[src/rtl/gb_alu_pkg.sv]
// gb_alu_pkg: opcodes, flag bit positions, FSM and slice-mode enums, and the
// decimal-adjust helper shared by the nibble-serial ALU.
package gb_alu_pkg;

  localparam logic [3:0] OP_ADD = 4'h0;
  localparam logic [3:0] OP_ADC = 4'h1;
  localparam logic [3:0] OP_SUB = 4'h2;
  localparam logic [3:0] OP_SBC = 4'h3;
  localparam logic [3:0] OP_AND = 4'h4;
  localparam logic [3:0] OP_XOR = 4'h5;
  localparam logic [3:0] OP_OR  = 4'h6;
  localparam logic [3:0] OP_CP  = 4'h7;
  localparam logic [3:0] OP_INC = 4'h8;
  localparam logic [3:0] OP_DEC = 4'h9;
  localparam logic [3:0] OP_DAA = 4'hA;

  localparam int FZ = 3;
  localparam int FN = 2;
  localparam int FH = 1;
  localparam int FC = 0;

  typedef enum logic [1:0] {S_IDLE, S_RUN, S_DONE} state_t;
  typedef enum logic [1:0] {L_ARITH, L_AND, L_XOR, L_OR} lmode_t;

  // Returns {C_out, adjusted byte}.
  function automatic logic [8:0] daa8(input logic [7:0] v, input logic n,
                                      input logic h, input logic cy);
    logic [7:0] adj;
    logic       co;
    adj = 8'h00;
    co  = cy;
    if (!n) begin
      if (cy || v > 8'h99) begin
        adj[7:4] = 4'h6;
        co       = 1'b1;
      end
      if (h || v[3:0] > 4'h9) adj[3:0] = 4'h6;
      return {co, v + adj};
    end else begin
      if (cy) adj[7:4] = 4'h6;
      if (h)  adj[3:0] = 4'h6;
      return {co, v - adj};
    end
  endfunction

endpackage

[src/rtl/gb_alu_seq_if.sv]
// gb_alu_seq_if: request/result handshake bundle for the nibble-serial ALU.
interface gb_alu_seq_if #(
    parameter int WIDTH = 8
);
    logic             in_valid;
    logic             in_ready;
    logic [3:0]       op;
    logic [WIDTH-1:0] a;
    logic [WIDTH-1:0] b;
    logic [3:0]       in_f;
    logic             out_valid;
    logic             out_ready;
    logic [WIDTH-1:0] c;
    logic [3:0]       f;
    logic             busy;

    modport master (
        output in_valid, op, a, b, in_f, out_ready,
        input  in_ready, out_valid, c, f, busy
    );

    modport slave (
        input  in_valid, op, a, b, in_f, out_ready,
        output in_ready, out_valid, c, f, busy
    );
endinterface

[src/rtl/gb_alu_slice.sv]
// gb_alu_slice: combinational 4-bit add/sub/logic slice; cout is carry for
// add and borrow for sub.
module gb_alu_slice
    import gb_alu_pkg::*;
(
    input  logic [3:0] a,
    input  logic [3:0] b,
    input  logic       cin,
    input  logic       sub,
    input  lmode_t     mode,
    output logic [3:0] y,
    output logic       cout
);
    logic [4:0] sum;

    always_comb begin
        // Subtract as a + ~b + ~borrow; the borrow out is the inverted carry.
        sum  = {1'b0, a} + {1'b0, (sub ? ~b : b)} + {4'b0000, (sub ? ~cin : cin)};
        y    = sum[3:0];
        cout = 1'b0;
        case (mode)
            L_ARITH: cout = sum[4] ^ sub;
            L_AND:   y = a & b;
            L_XOR:   y = a ^ b;
            L_OR:    y = a | b;
            default: y = sum[3:0];
        endcase
    end
endmodule

[src/rtl/gb_alu_seq.sv]
// gb_alu_seq: nibble-serial ALU, one WIDTH-bit op over WIDTH/4 RUN cycles.
// Define GB_ALU_DAA_EN to enable decimal adjust on op 1010; otherwise it is reserved.
module gb_alu_seq
    import gb_alu_pkg::*;
#(
    parameter int WIDTH = 8
) (
    input logic         clk,
    input logic         rst_n,
    gb_alu_seq_if.slave bus
);
    localparam int NSLICE = WIDTH / 4;
    localparam int IW     = $clog2(NSLICE);
    localparam int SW     = $clog2(WIDTH);

    state_t           state_q, state_d;
    logic [3:0]       op_q, inf_q, f_q;
    logic [WIDTH-1:0] a_q, b_q, c_q;
    logic [IW-1:0]    idx_q;
    logic             carry_q, h_q, zacc_q;

    logic             accept, last, first;
    logic [SW-1:0]    sel;
    logic             sub, cin0, zero_b, pass_a, slice_cin;
    lmode_t           lmode;
    logic [3:0]       a_nib, b_nib, y_nib, nib_out, f_next;
    logic             cout, z_now, h_now;
`ifdef GB_ALU_DAA_EN
    logic             daa_op;
    logic [8:0]       daa_r;
    logic [WIDTH-1:0] daa_full;
`endif

    assign accept = bus.in_valid && (state_q == S_IDLE);
    assign first  = (idx_q == '0);
    assign last   = (idx_q == IW'(NSLICE - 1));
    assign sel    = {idx_q, 2'b00};

    assign bus.in_ready  = (state_q == S_IDLE);
    assign bus.out_valid = (state_q == S_DONE);
    assign bus.busy      = (state_q != S_IDLE);
    assign bus.c         = c_q;
    assign bus.f         = f_q;

    always_ff @(posedge clk or negedge rst_n) begin
        if (!rst_n) state_q <= S_IDLE;
        else        state_q <= state_d;
    end

    always_comb begin
        state_d = state_q;
        case (state_q)
            S_IDLE:  if (bus.in_valid)  state_d = S_RUN;
            S_RUN:   if (last)          state_d = S_DONE;
            S_DONE:  if (bus.out_ready) state_d = S_IDLE;
            default: state_d = S_IDLE;
        endcase
    end

    // Opcode decode into slice controls; pass_a ops keep a as the result.
    always_comb begin
        sub    = 1'b0;
        cin0   = 1'b0;
        zero_b = 1'b0;
        pass_a = 1'b0;
        lmode  = L_ARITH;
`ifdef GB_ALU_DAA_EN
        daa_op = 1'b0;
`endif
        case (op_q)
            OP_ADD: cin0 = 1'b0;
            OP_ADC: cin0 = inf_q[FC];
            OP_SUB: sub = 1'b1;
            OP_SBC: begin sub = 1'b1; cin0 = inf_q[FC]; end
            OP_CP:  begin sub = 1'b1; pass_a = 1'b1; end
            OP_AND: lmode = L_AND;
            OP_XOR: lmode = L_XOR;
            OP_OR:  lmode = L_OR;
            OP_INC: begin zero_b = 1'b1; cin0 = 1'b1; end
            OP_DEC: begin sub = 1'b1; zero_b = 1'b1; cin0 = 1'b1; end
`ifdef GB_ALU_DAA_EN
            OP_DAA: begin pass_a = 1'b1; daa_op = 1'b1; end
`endif
            default: pass_a = 1'b1;
        endcase
    end

    assign a_nib     = a_q[sel +: 4];
    assign b_nib     = zero_b ? 4'h0 : b_q[sel +: 4];
    assign slice_cin = first ? cin0 : carry_q;

    gb_alu_slice u_slice (
        .a    (a_nib),
        .b    (b_nib),
        .cin  (slice_cin),
        .sub  (sub),
        .mode (lmode),
        .y    (y_nib),
        .cout (cout)
    );

    assign nib_out = pass_a ? a_nib : y_nib;
    // Z tracks the computed value, so cp reports the subtraction, not a.
    assign z_now   = zacc_q && (y_nib == 4'h0);
    assign h_now   = first ? cout : h_q;

`ifdef GB_ALU_DAA_EN
    assign daa_r = daa8(a_q[7:0], inf_q[FN], inf_q[FH], inf_q[FC]);
    always_comb begin
        daa_full      = a_q;
        daa_full[7:0] = daa_r[7:0];
    end
`endif

    always_comb begin
        f_next = inf_q;
        case (op_q)
            OP_ADD, OP_ADC:        f_next = {z_now, 1'b0, h_now, cout};
            OP_SUB, OP_SBC, OP_CP: f_next = {z_now, 1'b1, h_now, cout};
            OP_AND:                f_next = {z_now, 3'b010};
            OP_XOR, OP_OR:         f_next = {z_now, 3'b000};
            OP_INC:                f_next = {z_now, 1'b0, h_now, inf_q[FC]};
            OP_DEC:                f_next = {z_now, 1'b1, h_now, inf_q[FC]};
`ifdef GB_ALU_DAA_EN
            OP_DAA:                f_next = {(daa_full == '0), inf_q[FN], 1'b0, daa_r[8]};
`endif
            default:               f_next = inf_q;
        endcase
    end

    always_ff @(posedge clk or negedge rst_n) begin
        if (!rst_n) begin
            op_q    <= '0;
            inf_q   <= '0;
            a_q     <= '0;
            b_q     <= '0;
            c_q     <= '0;
            f_q     <= '0;
            idx_q   <= '0;
            carry_q <= 1'b0;
            h_q     <= 1'b0;
            zacc_q  <= 1'b1;
        end else if (accept) begin
            op_q    <= bus.op;
            inf_q   <= bus.in_f;
            a_q     <= bus.a;
            b_q     <= bus.b;
            idx_q   <= '0;
            carry_q <= 1'b0;
            h_q     <= 1'b0;
            zacc_q  <= 1'b1;
        end else if (state_q == S_RUN) begin
            c_q[sel +: 4] <= nib_out;
            carry_q       <= cout;
            zacc_q        <= z_now;
            idx_q         <= idx_q + IW'(1);
            if (first) h_q <= cout;
            if (last) begin
                f_q <= f_next;
`ifdef GB_ALU_DAA_EN
                if (daa_op) c_q <= daa_full;
`endif
            end
        end
    end
endmodule

[src/flat_wrapper.sv]
// flat-port wrapper written by rule: the top's interface ports become plain ports
module gb_alu_seq_flat import gb_alu_pkg::*;
#(
    parameter int WIDTH = 8
)
  (clk, rst_n, bus_in_valid, bus_op, bus_a, bus_b, bus_in_f, bus_out_ready, bus_in_ready, bus_out_valid, bus_c, bus_f, bus_busy);
  gb_alu_seq_if #(.WIDTH(WIDTH)) bus_i ();
  input logic clk;
  input logic rst_n;
  input wire logic [$bits(bus_i.in_valid)-1:0] bus_in_valid;
  input wire logic [$bits(bus_i.op)-1:0] bus_op;
  input wire logic [$bits(bus_i.a)-1:0] bus_a;
  input wire logic [$bits(bus_i.b)-1:0] bus_b;
  input wire logic [$bits(bus_i.in_f)-1:0] bus_in_f;
  input wire logic [$bits(bus_i.out_ready)-1:0] bus_out_ready;
  output wire logic [$bits(bus_i.in_ready)-1:0] bus_in_ready;
  output wire logic [$bits(bus_i.out_valid)-1:0] bus_out_valid;
  output wire logic [$bits(bus_i.c)-1:0] bus_c;
  output wire logic [$bits(bus_i.f)-1:0] bus_f;
  output wire logic [$bits(bus_i.busy)-1:0] bus_busy;
  assign bus_i.in_valid = bus_in_valid;
  assign bus_i.op = bus_op;
  assign bus_i.a = bus_a;
  assign bus_i.b = bus_b;
  assign bus_i.in_f = bus_in_f;
  assign bus_i.out_ready = bus_out_ready;
  assign bus_in_ready = bus_i.in_ready;
  assign bus_out_valid = bus_i.out_valid;
  assign bus_c = bus_i.c;
  assign bus_f = bus_i.f;
  assign bus_busy = bus_i.busy;
  gb_alu_seq #(.WIDTH(WIDTH)) u_core (.clk(clk), .rst_n(rst_n), .bus(bus_i));
endmodule
[config.mk]
export PLATFORM = sky130hd
export DESIGN_NAME = gb_alu_seq_flat
export DESIGN_NICKNAME = d
export VERILOG_FILES = /design/src/rtl/gb_alu_pkg.sv /design/src/rtl/gb_alu_seq_if.sv /design/src/rtl/gb_alu_slice.sv /design/src/rtl/gb_alu_seq.sv /design/src/flat_wrapper.sv
export SDC_FILE = /design/constraint.sdc
export NUM_CORES = 1
export LEC_CHECK = 0
export CAP_MARGIN = 0
export CORE_UTILIZATION = 25
export CTS_CLUSTER_DIAMETER = 50
export DETAILED_ROUTE_END_ITERATION = 8
export PLACE_DENSITY = 0.54
export SYNTH_ARGS = -nofsm -noshare
export SYNTH_HDL_FRONTEND = slang
export SYNTH_SLANG_ARGS = --single-unit
[constraint.sdc]
create_clock -name clk -period 3.8 [get_ports clk]
set_clock_uncertainty 0.15 [all_clocks]
set_input_delay 0.57 -clock clk [delete_from_list [all_inputs] [get_ports clk]]
set_output_delay 0.57 -clock clk [all_outputs]
set_load 0.02 [all_outputs]
==> Yosys cells after proc, flatten, opt, wreduce, memory -nomap -nowiden <==
Index checks and enable logic that the tools add are counted.
{ "word_totals": {"register_bits": 42, "latch_bits": 0, "ramBits": 0, "rom_bits": 0, "output_inout_bits": 15, "elab_cells": 89, "n_memories": 0} }
{ "op_classes": {"add_sub_neg": 4, "multipliers": 0, "div_mod_pow": 0, "order_cmp": 0, "n_eq_ne": 18, "shifts": 4, "muxes": 26, "bitwise_logic": 7, "reduce_logical": 19} }
{ "op_table": {"columns": ["operator", "count"], "rows": [
  ["$pmux 4 s6", 1],
  ["$eq 4x3->1 const B", 4],
  ["$shiftx 8x4->4", 2],
  ["$mux 1", 14],
  ["$mux 4", 3],
  ["$pmux 2 s3", 2],
  ["$pmux 4 s3", 1],
  ["$reduce_or 9->1", 1],
  ["$bwmux 8", 1],
  ["$eq 4x2->1 const B", 2],
  ["$eq 4x4->1 const B", 2],
  ["$logic_not 4->1", 2],
  ["$reduce_or 2->1", 4],
  ["$shift 4x5->8 const A", 1],
  ["$shiftx 4x5->8", 1],
  ["$eq 2x2->1 const B", 3],
  ["$mux 2", 3],
  ["$ne 2x2->1 const B", 3],
  ["$reduce_and 3->1", 2],
  ["$add 4x4->5", 1],
  ["$add 5x1->5", 1],
  ["$neg 3->5", 1],
  ["$and 4x4->4", 1],
  ["$eq 2x1->1 const B", 2],
  ["15 further kinds", 20]
]} }

==> Longest topological paths before layout <==
{ "logic_depth": {"word_depth": 13, "mapped_depth": 15, "ltp_nobuf": 13} }

==> By module <==
A second synthesis with hierarchy kept.
{ "unflattened": {"cells_unflattened": 232, "hier_area_um2": 2532.4} }
{ "by_module_without_submodules": {"columns": ["mod", "n_inst", "cells_per_inst", "area_per_inst_um2"], "rows": [
  ["gb_alu_seq", 1, 179, 2097.0],
  ["gb_alu_slice", 1, 53, 435.4]
]} }

==> Worst setup path before layout <==
OpenSTA, ideal clock, no wires.
{ "synth_timing": {"path_type": "reg2reg", "from": "register u_core.op_q[1]", "to": "register u_core.f_q[0] (netlist: u_core.bus.f[0])", "setup_ns": 0.129, "arrival_time_ns": 2.757, "required_time_ns": 3.521, "slack_ns": 0.764, "path_stages_with_launch": 15, "synth_period_minus_slack_ns": 3.036, "cell_sequence": "dfrtp_1 > buf_4 > buf_6 > nor2_1 > nand2_1 > nand2_1 > a21oi_1 > o22a_1 > fa_1 > fa_1 > nor2b_1 > o21ai_0 > a21boi_0 > nor3_1 > o41a_1"} }
{ "synth_via": {"elab_chain_len": 11} }
{ "synth_lines": {"columns": ["element", "line_no", "rtl"], "rows": [
  ["start, declared", "gb_alu_seq.sv:17", "logic [3:0] op_q, inf_q, f_q;"],
  ["start signal, assigned", "gb_alu_seq.sv:144", "op_q <= bus.op;"],
  ["$eq 4x4->1", "gb_alu_seq.sv:70, gb_alu_seq.sv:117", null],
  ["$reduce_or 2->1 (no line)", null, null],
  ["$mux 1", "gb_alu_seq.sv:70", "case (op_q)"],
  ["$mux 4", "gb_alu_seq.sv:89", "assign b_nib = zero_b ? 4'h0 : b_q[sel +: 4];"],
  ["$not 4->4", "gb_alu_slice.sv:18", "sum = {1'b0, a} + {1'b0, (sub ? ~b : b)} + {4'b0000, (sub ? ~cin : cin)};"],
  ["$mux 4", "gb_alu_slice.sv:18", null],
  ["$add 4x4->5", "gb_alu_slice.sv:18", null],
  ["$add 5x1->5", "gb_alu_slice.sv:18", null],
  ["$xor 1x1->1", "gb_alu_slice.sv:22", "L_ARITH: cout = sum[4] ^ sub;"],
  ["$mux 1", "gb_alu_slice.sv:21", "case (mode)"],
  ["$pmux 4 s6 (*)", "gb_alu_seq.sv:117", "case (op_q)"],
  ["end signal, assigned", "gb_alu_seq.sv:159", "f_q <= f_next;"],
  ["end, declared", "gb_alu_seq.sv:17", null]
]} }
Mark *: on every way between the ends. The rest lies on a longest branch, timed or not.
A chain may end at the register's enable or synchronous reset.

==> Worst setup path in the final report <==
{ "layout_timing": {"from": "register u_core.op_q[0]", "to": "register u_core.f_q[0] (netlist: u_core.bus.f[0])"} }
The elaborated chain is that of the path after synthesis.

==> flow_metrics.env <==
export IMPL_status="finished clean"
export IMPL_grt_pass1_vias=1993
export IMPL_multi_input_area_sq_um=1314
export IMPL_nets=335
export IMPL_htreeDepth=2
export IMPL_vias_per_cell=4.558
export IMPL_worstPathArrival_ps=3310
export IMPL_synth_warning_count=0
export IMPL_setup_worst_path_end_class="flop"
export IMPL_yosysMostFrequentCell="dfrtp_1"
export IMPL_startpoint="u_core.op_q[0]"
export IMPL_routabilityCongestion=0.8399
export IMPL_cts_buffers=5
export IMPL_port_buffers=42
export IMPL_synth_top_area_share_pct=40.92
export IMPL_layout_drive_gt1_share_pct=17.29
export IMPL_area_growth_pct=25.85
export IMPL_hold_viol_final=0
export IMPL_cts_sinks=42
export IMPL_path_clk_slew_ps=70
export IMPL_r2r_end="u_core.bus.f[0]"
export IMPL_initial_core_util_pct=25.77
export IMPL_grt_max_degree=43
export IMPL_wl_per_cell_microns=13.69
export IMPL_fmax_ghz=0.3040
export IMPL_fp_row_count=36
export IMPL_ioPinCount=43
export IMPL_layout_min_cycle_time_ps=3290
export IMPL_path_buf_inv=1
export IMPL_hpwl_microns=4420
export IMPL_antenna_cells=0
export IMPL_track_usage_pct=12.57
export IMPL_cts_path_max_buffers=2
export IMPL_rsz0062_at_grt="false"
export IMPL_detailedRoute_firstIterationViolations=96
export IMPL_post_cts_buffers=0
export IMPL_synth_seq_area_share_pct=41.97
export IMPL_top_usage_layer="met2"
export IMPL_cts_resized=0
export IMPL_antenna_found_initial=0
export IMPL_timing_rr_start="u_core.op_q[0]"
export IMPL_ys_ff_latch=42
export IMPL_hold_class="in -> async"
export IMPL_grt_use_met1_pct=16.52
export IMPL_tightestPinTransition_ps=931.5
export IMPL_postSynthCellCount=251
export IMPL_crit_type="reg -> reg"
export IMPL_drt_pass1_iter_count=4
export IMPL_syn_area_per_cell_sq_um=9.990
export IMPL_die_h_microns=102.1
export IMPL_critPathRequiredTime_ps=3820
export IMPL_ant_nets=0
export IMPL_drc=0
export IMPL_max_stage_delay_ps=460
export IMPL_critical_path_cell_chain="buf_4 > o21ai_0 > nor2_1 > o22a_1 > fa_1 > fa_1 > nor2b_1 > o21ai_0 > a21boi_0 > nor3_1 > o41a_1"
export IMPL_finalSetupViolations=0
export IMPL_cts_root_buf="clkbuf_8"
export IMPL_synthTopCellsByCount="41 x dfrtp_1, 29 x mux2_2, 23 x nand2_1, 20 x nor2_1, 17 x inv_1"
export IMPL_synth_main_ff_cell="dfrtp_1"
export IMPL_synth_edf_count=0
export IMPL_die_w_microns=102.1
export IMPL_period_share_pct=86.58
export IMPL_startpoint_type="flop"
export IMPL_drv_cap=0
export IMPL_grt_ovfl_total=0
export IMPL_grt_pass1_wl_microns=9942
export IMPL_routed_wl_microns=5861
export IMPL_hold_buffers=0
export IMPL_final_seq_area_sq_um=1052
export IMPL_dieArea_sq_um=10430
export IMPL_crit_path_top_delay_cell="fa_1"
export IMPL_grt_met2_usage_pct=20.55
export IMPL_fillerInstances=1055
export IMPL_use_met3_pct=2.394
export IMPL_r2r_cells=11
export IMPL_design_core_area_sq_um=9729
export IMPL_max_slew_margin_rel_pct=37.90
export IMPL_synth_fp_nets=292
export IMPL_finalMaxSlewViolations=0
export IMPL_synthArstFlopShare_pct=100.0
export IMPL_worstSetupEndpoint="u_core.bus.f[0]"
export IMPL_dr_total_vias=1951
export IMPL_cts_tree="built"
export IMPL_synth_top_cell_by_area="dfrtp_1"
export IMPL_synth_area_leaders="dfrtp_1 41%, mux2_2 13%, ha_1 5.5%"
export IMPL_ff2ff_setup_slack_ps=510
export IMPL_cp_depth=11
export IMPL_critPathMaxFanout=10
export IMPL_clk_latency_ps=290
export IMPL_tns_ps=0
export IMPL_critical_path_top_delay_family="compound AO/OA/AOI/OAI gates"
export IMPL_synth_cell_types=52
export IMPL_synth_area_sq_um=2507
## layout by cell type (no fill, tap or decap), types with 3 or more instances in the layout
| master | synthesis | final |
|---|---|---|
| o21ai_1 | 3 | 3 |
| dfrtp_1 | 41 | 41 |
| a21oi_1 | 14 | 14 |
| o21ai_0 | 14 | 14 |
| nand2_1 | 23 | 23 |
| ha_1 | 11 | 11 |
| buf_4 | 4 | 7 |
| clkbuf_8 | 0 | 6 |
| o22ai_1 | 4 | 4 |
| nor2_1 | 20 | 20 |
| o21a_1 | 3 | 3 |
| clkdlybuf4s50_1 | 0 | 41 |
| inv_1 | 17 | 17 |
| nor2b_1 | 7 | 7 |
| o31ai_1 | 4 | 4 |
| xnor2_1 | 4 | 4 |
| a32o_1 | 3 | 3 |
| mux2_2 | 29 | 29 |
| mux2i_1 | 5 | 5 |
## cell families after synthesis
kind of cell / Yosys count / synth area share, %
xor+xnor: 4 / 1.397
compound gates: 62 / 16.17
flops: 42 / 41.97
fa+ha+maj: 13 / 7.086
mux: 35 / 15.62
simple gates: 65 / 12.13
buf+inv: 30 / 5.638
## worst min-delay path by stage
stage               startpoint              end  cells after the start
2_1_floorplan            rst_n    u_core.a_q[0]                      0
3_3_place_gp   u_core.bus.c[4]  u_core.bus.c[4]                      2
3_5_place_dp   u_core.bus.f[2]  u_core.bus.f[2]                      2
4_1_cts                  rst_n   u_core.op_q[1]                      1
5_1_grt                  rst_n   u_core.op_q[1]                      1
6_report                 rst_n  u_core.inf_q[2]                      1
## through the flow
stage | instance area, sq um | instances | util (%) | hold WS, ps | setup slack, ps
final | 3156 | 428 | 32.43 | 254.6 | 510.1
after global routing | 3156 | 428 | 32.43 | 345.2 | 234.3
after CTS | 3156 | 428 | 32.43 | 287.7 | 525.4
after detailed placement | 3064 | 420 | 31.49 | 323.3 | 556.9
after global placement | 3064 | 420 | 31.49 | 321.1 | 549.5
after floorplan | 2507 | 251 | - | 124.4 | 763.8
## registers in the layout, summed over array words and instances (netlist names)
signal          count
u_core.b_q          8
u_core.h_q          1
u_core.state_q      2
u_core.carry_q      1
u_core.bus.c        8
u_core.bus.f        4
u_core.op_q         4
u_core.a_q          8
u_core.inf_q        4
u_core.idx_q        1
u_core.zacc_q       1
## per-layer routing
layer	vias to the layer above	part of all wire [%]	wire length [microns]
met4	0	1.7	98
met1	934	48	2789
li1	965	-	-
met2	42	47	2776
met5	-	0	0
met3	10	3.4	197
## cell type report
| cell class | count | area share (%) |
|---|---|---|
| Inverter | 17 | 2.022 |
| Tap cell | 133 | 5.274 |
| Clock buffer | 7 | 2.736 |
| Timing Repair Buffer | 49 | 14.83 |
| Sequential cell | 42 | 33.35 |
| Multi-Input combinational cell | 179 | 41.63 |
| Clock inverter | 1 | 0.1586 |
Power is not shown: default switching activity piles up to over one toggle a cycle in this logic, so the estimate is an artifact.
